`src/rtl/irq_ctrl_n.sv`:
```
// Masked fixed-priority interrupt controller: latches one winning channel, holds irq_o until ack, pulses irq_ret_o on mret.
// Optional `IRQ_EDGE_TRIG_EN: rising-edge pending registers instead of level-sensitive requests.
module irq_ctrl_n #(
   parameter int N_IRQ      = 16,
   parameter int CAUSE_BASE = 16
) (
   input  logic             clk_i,
   input  logic             rst_i,
   input  logic [N_IRQ-1:0] irq_req_i,
   input  logic [N_IRQ-1:0] irq_mask_i,
   input  logic             mie_i,
   input  logic             irq_ack_i,
   input  logic             mret_i,
   output logic             irq_o,
   output logic [31:0]      irq_cause_o,
   output logic [N_IRQ-1:0] irq_ret_o,
   output logic             busy_o
);

   localparam int CW = (N_IRQ > 1) ? $clog2(N_IRQ) : 1;
   localparam logic [N_IRQ-1:0] ONE = 1;

   typedef enum logic [1:0] {IDLE, REQ, SERVICE, RET} state_t;

   state_t           state_q, state_d;
   logic [CW-1:0]    cur_q, cur_d;
   logic [N_IRQ-1:0] cand;
   logic [CW-1:0]    win;
   logic             win_vld;
   logic             ack_acc;
   logic [30:0]      code;

   assign ack_acc = (state_q == REQ) && mie_i && irq_ack_i;

`ifdef IRQ_EDGE_TRIG_EN
   logic [N_IRQ-1:0] pend_q, pend_d, prev_q, clr;

   // A fresh edge in the ack cycle re-arms the channel being serviced.
   always_comb begin
      clr    = ack_acc ? (ONE << cur_q) : '0;
      pend_d = (pend_q & ~clr) | (irq_req_i & ~prev_q);
   end

   always_ff @(posedge clk_i) begin
      if (rst_i) begin
         pend_q <= '0;
         prev_q <= '0;
      end else begin
         pend_q <= pend_d;
         prev_q <= irq_req_i;
      end
   end

   assign cand = pend_q & irq_mask_i;
`else
   assign cand = irq_req_i & irq_mask_i;
`endif

   // Descending scan so the lowest set index is the final assignment.
   always_comb begin
      win     = '0;
      win_vld = 1'b0;
      for (int i = N_IRQ - 1; i >= 0; i--) begin
         if (cand[i]) begin
            win     = CW'(i);
            win_vld = 1'b1;
         end
      end
   end

   always_comb begin
      state_d = state_q;
      cur_d   = cur_q;
      unique case (state_q)
         IDLE: begin
            if (mie_i && win_vld) begin
               cur_d   = win;
               state_d = REQ;
            end
         end
         REQ:     if (ack_acc) state_d = SERVICE;
         SERVICE: if (mret_i)  state_d = RET;
         RET:     state_d = IDLE;
         default: state_d = IDLE;
      endcase
   end

   always_ff @(posedge clk_i) begin
      if (rst_i) begin
         state_q <= IDLE;
         cur_q   <= '0;
      end else begin
         state_q <= state_d;
         cur_q   <= cur_d;
      end
   end

   assign code        = 31'(CAUSE_BASE) + 31'(cur_q);
   assign irq_o       = (state_q == REQ) && mie_i;
   assign irq_cause_o = (state_q != IDLE) ? {1'b1, code} : 32'd0;
   assign irq_ret_o   = (state_q == RET) ? (ONE << cur_q) : '0;
   assign busy_o      = (state_q != IDLE);

endmodule

```
`config.mk`:
```
export PLATFORM = sky130hd
export DESIGN_NAME = irq_ctrl_n
export DESIGN_NICKNAME = d
export VERILOG_FILES = /design/src/rtl/irq_ctrl_n.sv
export SDC_FILE = /design/constraint.sdc
export NUM_CORES = 1
export LEC_CHECK = 0
export ABC_AREA = 1
export BUFFER_PORTS_ARGS = -buffer_cell sky130_fd_sc_hd__buf_2
export CELL_PAD_IN_SITES_DETAIL_PLACEMENT = 0
export CELL_PAD_IN_SITES_GLOBAL_PLACEMENT = 2
export CORE_MARGIN = 10
export CORE_UTILIZATION = 15
export DETAILED_ROUTE_END_ITERATION = 8
export PLACE_DENSITY = 0.81
export SLEW_MARGIN = 20
export SYNTH_ARGS = -nofsm -noshare
export SYNTH_HDL_FRONTEND = slang
export SYNTH_SLANG_ARGS = --single-unit
```
`constraint.sdc`:
```
create_clock -name clk_i -period 1.78 [get_ports clk_i]
set_input_delay 0.534 -clock clk_i [delete_from_list [all_inputs] [get_ports clk_i]]
set_output_delay 0.534 -clock clk_i [all_outputs]
set_load 0.01 [all_outputs]
```
# ---- Word level (Yosys, flattened, before mapping)
# Index checks and enable logic that the tools add are counted.
dict set report totals {
  ff_bits 6
  in_bits 37
  out_inout_bits 50
  elab_cells 56
}
dict set report op_classes {
  n_addsub 1
  eq_ne 6
  shifts 1
  n_mux 38
  n_bitwise 1
  reduce_logical 7
}
# operator count
set op_table {}
lappend op_table {{two-way mux 4 bit} 16}
lappend op_table {{two-way mux 32 bit} 1}
lappend op_table {{bitwise AND 16 bit} 1}
lappend op_table {{two-way mux 1 bit} 16}
lappend op_table {{two-way mux 16 bit} 1}
lappend op_table {{left shift 1 x 4 -> 16 bit (first input constant)} 1}
lappend op_table {{case mux 2 bit (4 select lines)} 1}
lappend op_table {{adder 5 x 4 -> 6 bit (first input constant)} 1}
lappend op_table {{two-way mux 2 bit} 3}
lappend op_table {{inequality test 2 bit (second input constant)} 3}
lappend op_table {{equality test 2 bit (second input constant)} 2}
lappend op_table {{logical AND 1 bit} 3}
lappend op_table {{AND reduction 3 bit} 1}
lappend op_table {{equality test 2 x 1 -> 1 bit (second input constant)} 1}
lappend op_table {{logical NOT 2 bit} 1}
lappend op_table {{AND reduction 2 bit} 1}
lappend op_table {{nonzero test 2 bit} 1}

# ---- Longest topological paths before layout
dict set report logic_depth {
  word_depth 20
  depth_mapped 18
  ltp_nobuf 18
}

# ---- Worst setup path before layout
# No wires, ideal clock.
dict set report synth_path {
  kind {reg-to-output}
  startpoint {reg state_q[0]}
  endpoint {out irq_cause_o[31]}
  arrival_time_ps 974
  t_required_ps 1246
  slack_ps 272
  path_stages_with_launch 5
  n_path_buf 1
  path_cell_list {dfxtp_1 -> inv_1 -> ha_1 -> inv_1 -> buf_4}
}
dict set report synth_between {
  elab_chain_cells 2
}
# element line
set synth_lines {}
lappend synth_lines {{start, declared} 25} ;# state_t state_q, state_d;
lappend synth_lines {{start signal, assigned} 93} ;# state_q <= state_d;
lappend synth_lines {{nonzero test 2 bit} --}
lappend synth_lines {{net busy_o} 17} ;# output logic busy_o
lappend synth_lines {{two-way mux 32 bit} 100} ;# assign irq_cause_o = (state_q != IDLE) ? {1'b1, code} : 32'd0;
lappend synth_lines {{end, declared} 15} ;# output logic [31:0] irq_cause_o,
# The timed path passes the listed nets, and every way through them passes these cells.

# ---- Worst setup path in the final report
dict set report layout_path {
  startpoint {reg state_q[0]}
  endpoint {out irq_ret_o[11]}
}
dict set report layout_between {
  elab_chain_cells 2
}
# element line
set layout_lines {}
lappend layout_lines {{equality test 2 bit} 101} ;# assign irq_ret_o = (state_q == RET) ? (ONE << cur_q) : '0;
lappend layout_lines {{two-way mux 16 bit} 101}
lappend layout_lines {{end, declared} 16} ;# output logic [N_IRQ-1:0] irq_ret_o,
# Every way passes these cells.

==> impl_metrics.tcl <==
set metrics [dict create \
    antenna_left 0 \
    num_rows 28 \
    num_vias 1027 \
    nets 259 \
    wl_um 3052 \
    core-area_mm2 0.005851 \
    p_per_area_mw_per_mm2 785.9 \
    syn_inst 155 \
    finalMaxSlewViolations 0 \
    synth-seq-cells 6 \
    hold_violations 0 \
    clock_skew_ns 0.002079 \
    htree_levels 1 \
    cts_inserted_buffers 3 \
    status "finished clean" \
    cp.required_ns 1.25 \
    cts.sinks 6 \
    fp.dieH_um 97.34 \
    stdcell_count 291 \
    tns_ns 0 \
    yosysTopAreaCellShare_pct 23.43 \
    synth_area_um2 897.1 \
    power_uw 977.4 \
    grt_overflow_total 0 \
    dieArea_mm2 0.009474 \
    whs_ns 0.5098 \
    cts_tree "done" \
    clock_latency_ns 0.22 \
    ys_seq_area_share_pct 13.39 \
    synth_commonest_cells "nand2_1, buf_4, nor2_1" \
    synth_top_flop_cell "dfxtp_1" \
    min_path_type "in -> reg" \
    drv_cap 0 \
    synth.area.top_cells "buf_4, nand2_1, dfxtp_1, nor2_1, ha_1" \
    viasPerCell 3.529 \
    fmax_mhz 586.0 \
    wl_per_cell_um 10.49 \
    startpoint_type "flip-flop" \
    gp_congestion 0.7521 \
    grt_pass1_vias 1114 \
    postCtsHoldBufs 0 \
    grt_start_max_net_pins 9 \
    die_w_um 97.34 \
    grt_usage_pct 6.278 \
    synth.distinct_cells 19 \
    syn_to_final_growth_pct 38.63 \
    numPortBuffers 60 \
    syn_avg_cell_area_um2 5.788 \
    yosysWarnings 0 \
    num_antenna_cells 0 \
    crit_type "reg -> out" \
    setup_ws_ns 0.07357 \
    async_reset_ff_share_pct 0 \
    synth_edf_count 0 \
    yosysMostFrequentCell "nand2_1" \
    initial_core_util_pct 15.33 \
    p_leak_nw 0.7197 \
    dp_cells 288 \
    drtIter0Drc 16 \
    synth_top_cell_by_area "buf_4" \
    clk_pin_slew_worst_paths_ns 0.04 \
    ir_drop_mv 0.2168 \
    min_period_ns 1.706 \
    grt_pass1_wl_um 5112 \
    antenna_found_initial 0 \
    path_max_fanout 8 \
    finalSetupViolCount 0 \
    io_pins 87 \
    crit_path_end_kind "output pin" \
    cts_buffer_depth 2 \
    dr.pass1.iters 4 \
    cp_data_arrival_time_ns 1.17 \
    remaining_drc_errors 0 \
    drive_above_1_share_pct 40.28 \
    dp_hpwl_um 2788 \
    min_period_over_period_pct 95.87 \
    grt_setup_unrepaired "yes" \
    root_buffer "clkbuf_8" \
    post-place-ws_ns 0.07915 \
]
-- state kept, by name (all words and copies together), names as in the netlist --
register / flops
cur_q: 4
state_q: 2
-- worst max-delay path, cell delays in order (launching register included) --
cell,delay [ns]
dfxtp_2,0.35
ha_2,0.20
nand2_2,0.12
nor2_1,0.13
buf_2,0.14
-- report_power, final --
part	internal [mW]	switching [mW]	leakage, nW
clock	0.145	0.0568	0.0216
sequential	0.181	0.0482	0.0501
combinational	0.200	0.346	0.648
-- metal layers --
layer	vias to the layer above	part of all wire [%]	wire [um]	GRT usage, %
li1	550	-	-	-
met1	415	47	1426	7.527
met2	57	42	1290	9.722
met3	5	8.9	271	1.991
met4	0	2.1	63	3.356
met5	-	0	0	0
-- path summary, 6_finish.rpt --
check / from / depth (start not counted) / slack (ns) / endpoint
max: state_q[0] / 4 / 0.07 / irq_ret_o[11]
min: rst_i / 2 / 0.51 / cur_q[0]
max reg2reg: state_q[0] / 7 / 0.40 / cur_q[3]
min reg2reg: cur_q[0] / 2 / 0.53 / cur_q[0]
-- stage by stage --
step / instance area [um^2] / util [%]
2_1_floorplan: 991.0 / -
3_3_place_gp: 1182 / 20.21
3_5_place_dp: 1182 / 20.21
4_1_cts: 1226 / 20.96
5_1_grt: 1244 / 21.26
6_report: 1244 / 21.26
-- cells by family after synthesis --
logic type,count (synthesis),synth area share (%)
simple gates,85,39.47
buf+inv,42,29.29
compound gates,17,11.86
flops,6,13.39
fa+ha+maj,4,5.579
other cells,1,0.4180
-- final cells by class --
| type | count | area, um^2 |
|---|---|---|
| timing repair buffer | 61 | 307.8 |
| multi-input combinational | 132 | 625.6 |
| fill | 685 | 4607 |
| inverter | 14 | 52.55 |
| clock buffer | 3 | 41.29 |
| tap | 75 | 93.84 |
| sequential | 6 | 122.6 |
-- layout by cell type, fill, tap and decap left out, drive strengths merged --
cell type,n
ha,4
clkbuf,3
o21ai,5
a21oi,5
buf,61
a31oi,3
dfxtp,6
o31ai,1
inv,14
conb,26
nand3,8
a211oi,2
nand2,48
nor2,29
o21bai,1
-- timing repair --
item	CTS	global route
pin swaps	0	0
resized for setup	2	8
endpoints found under the setup margin	21	23
setup buffers	0	0
hold endpoints to repair	0	0
No activity file was read; power rests on OpenSTA's default activity.
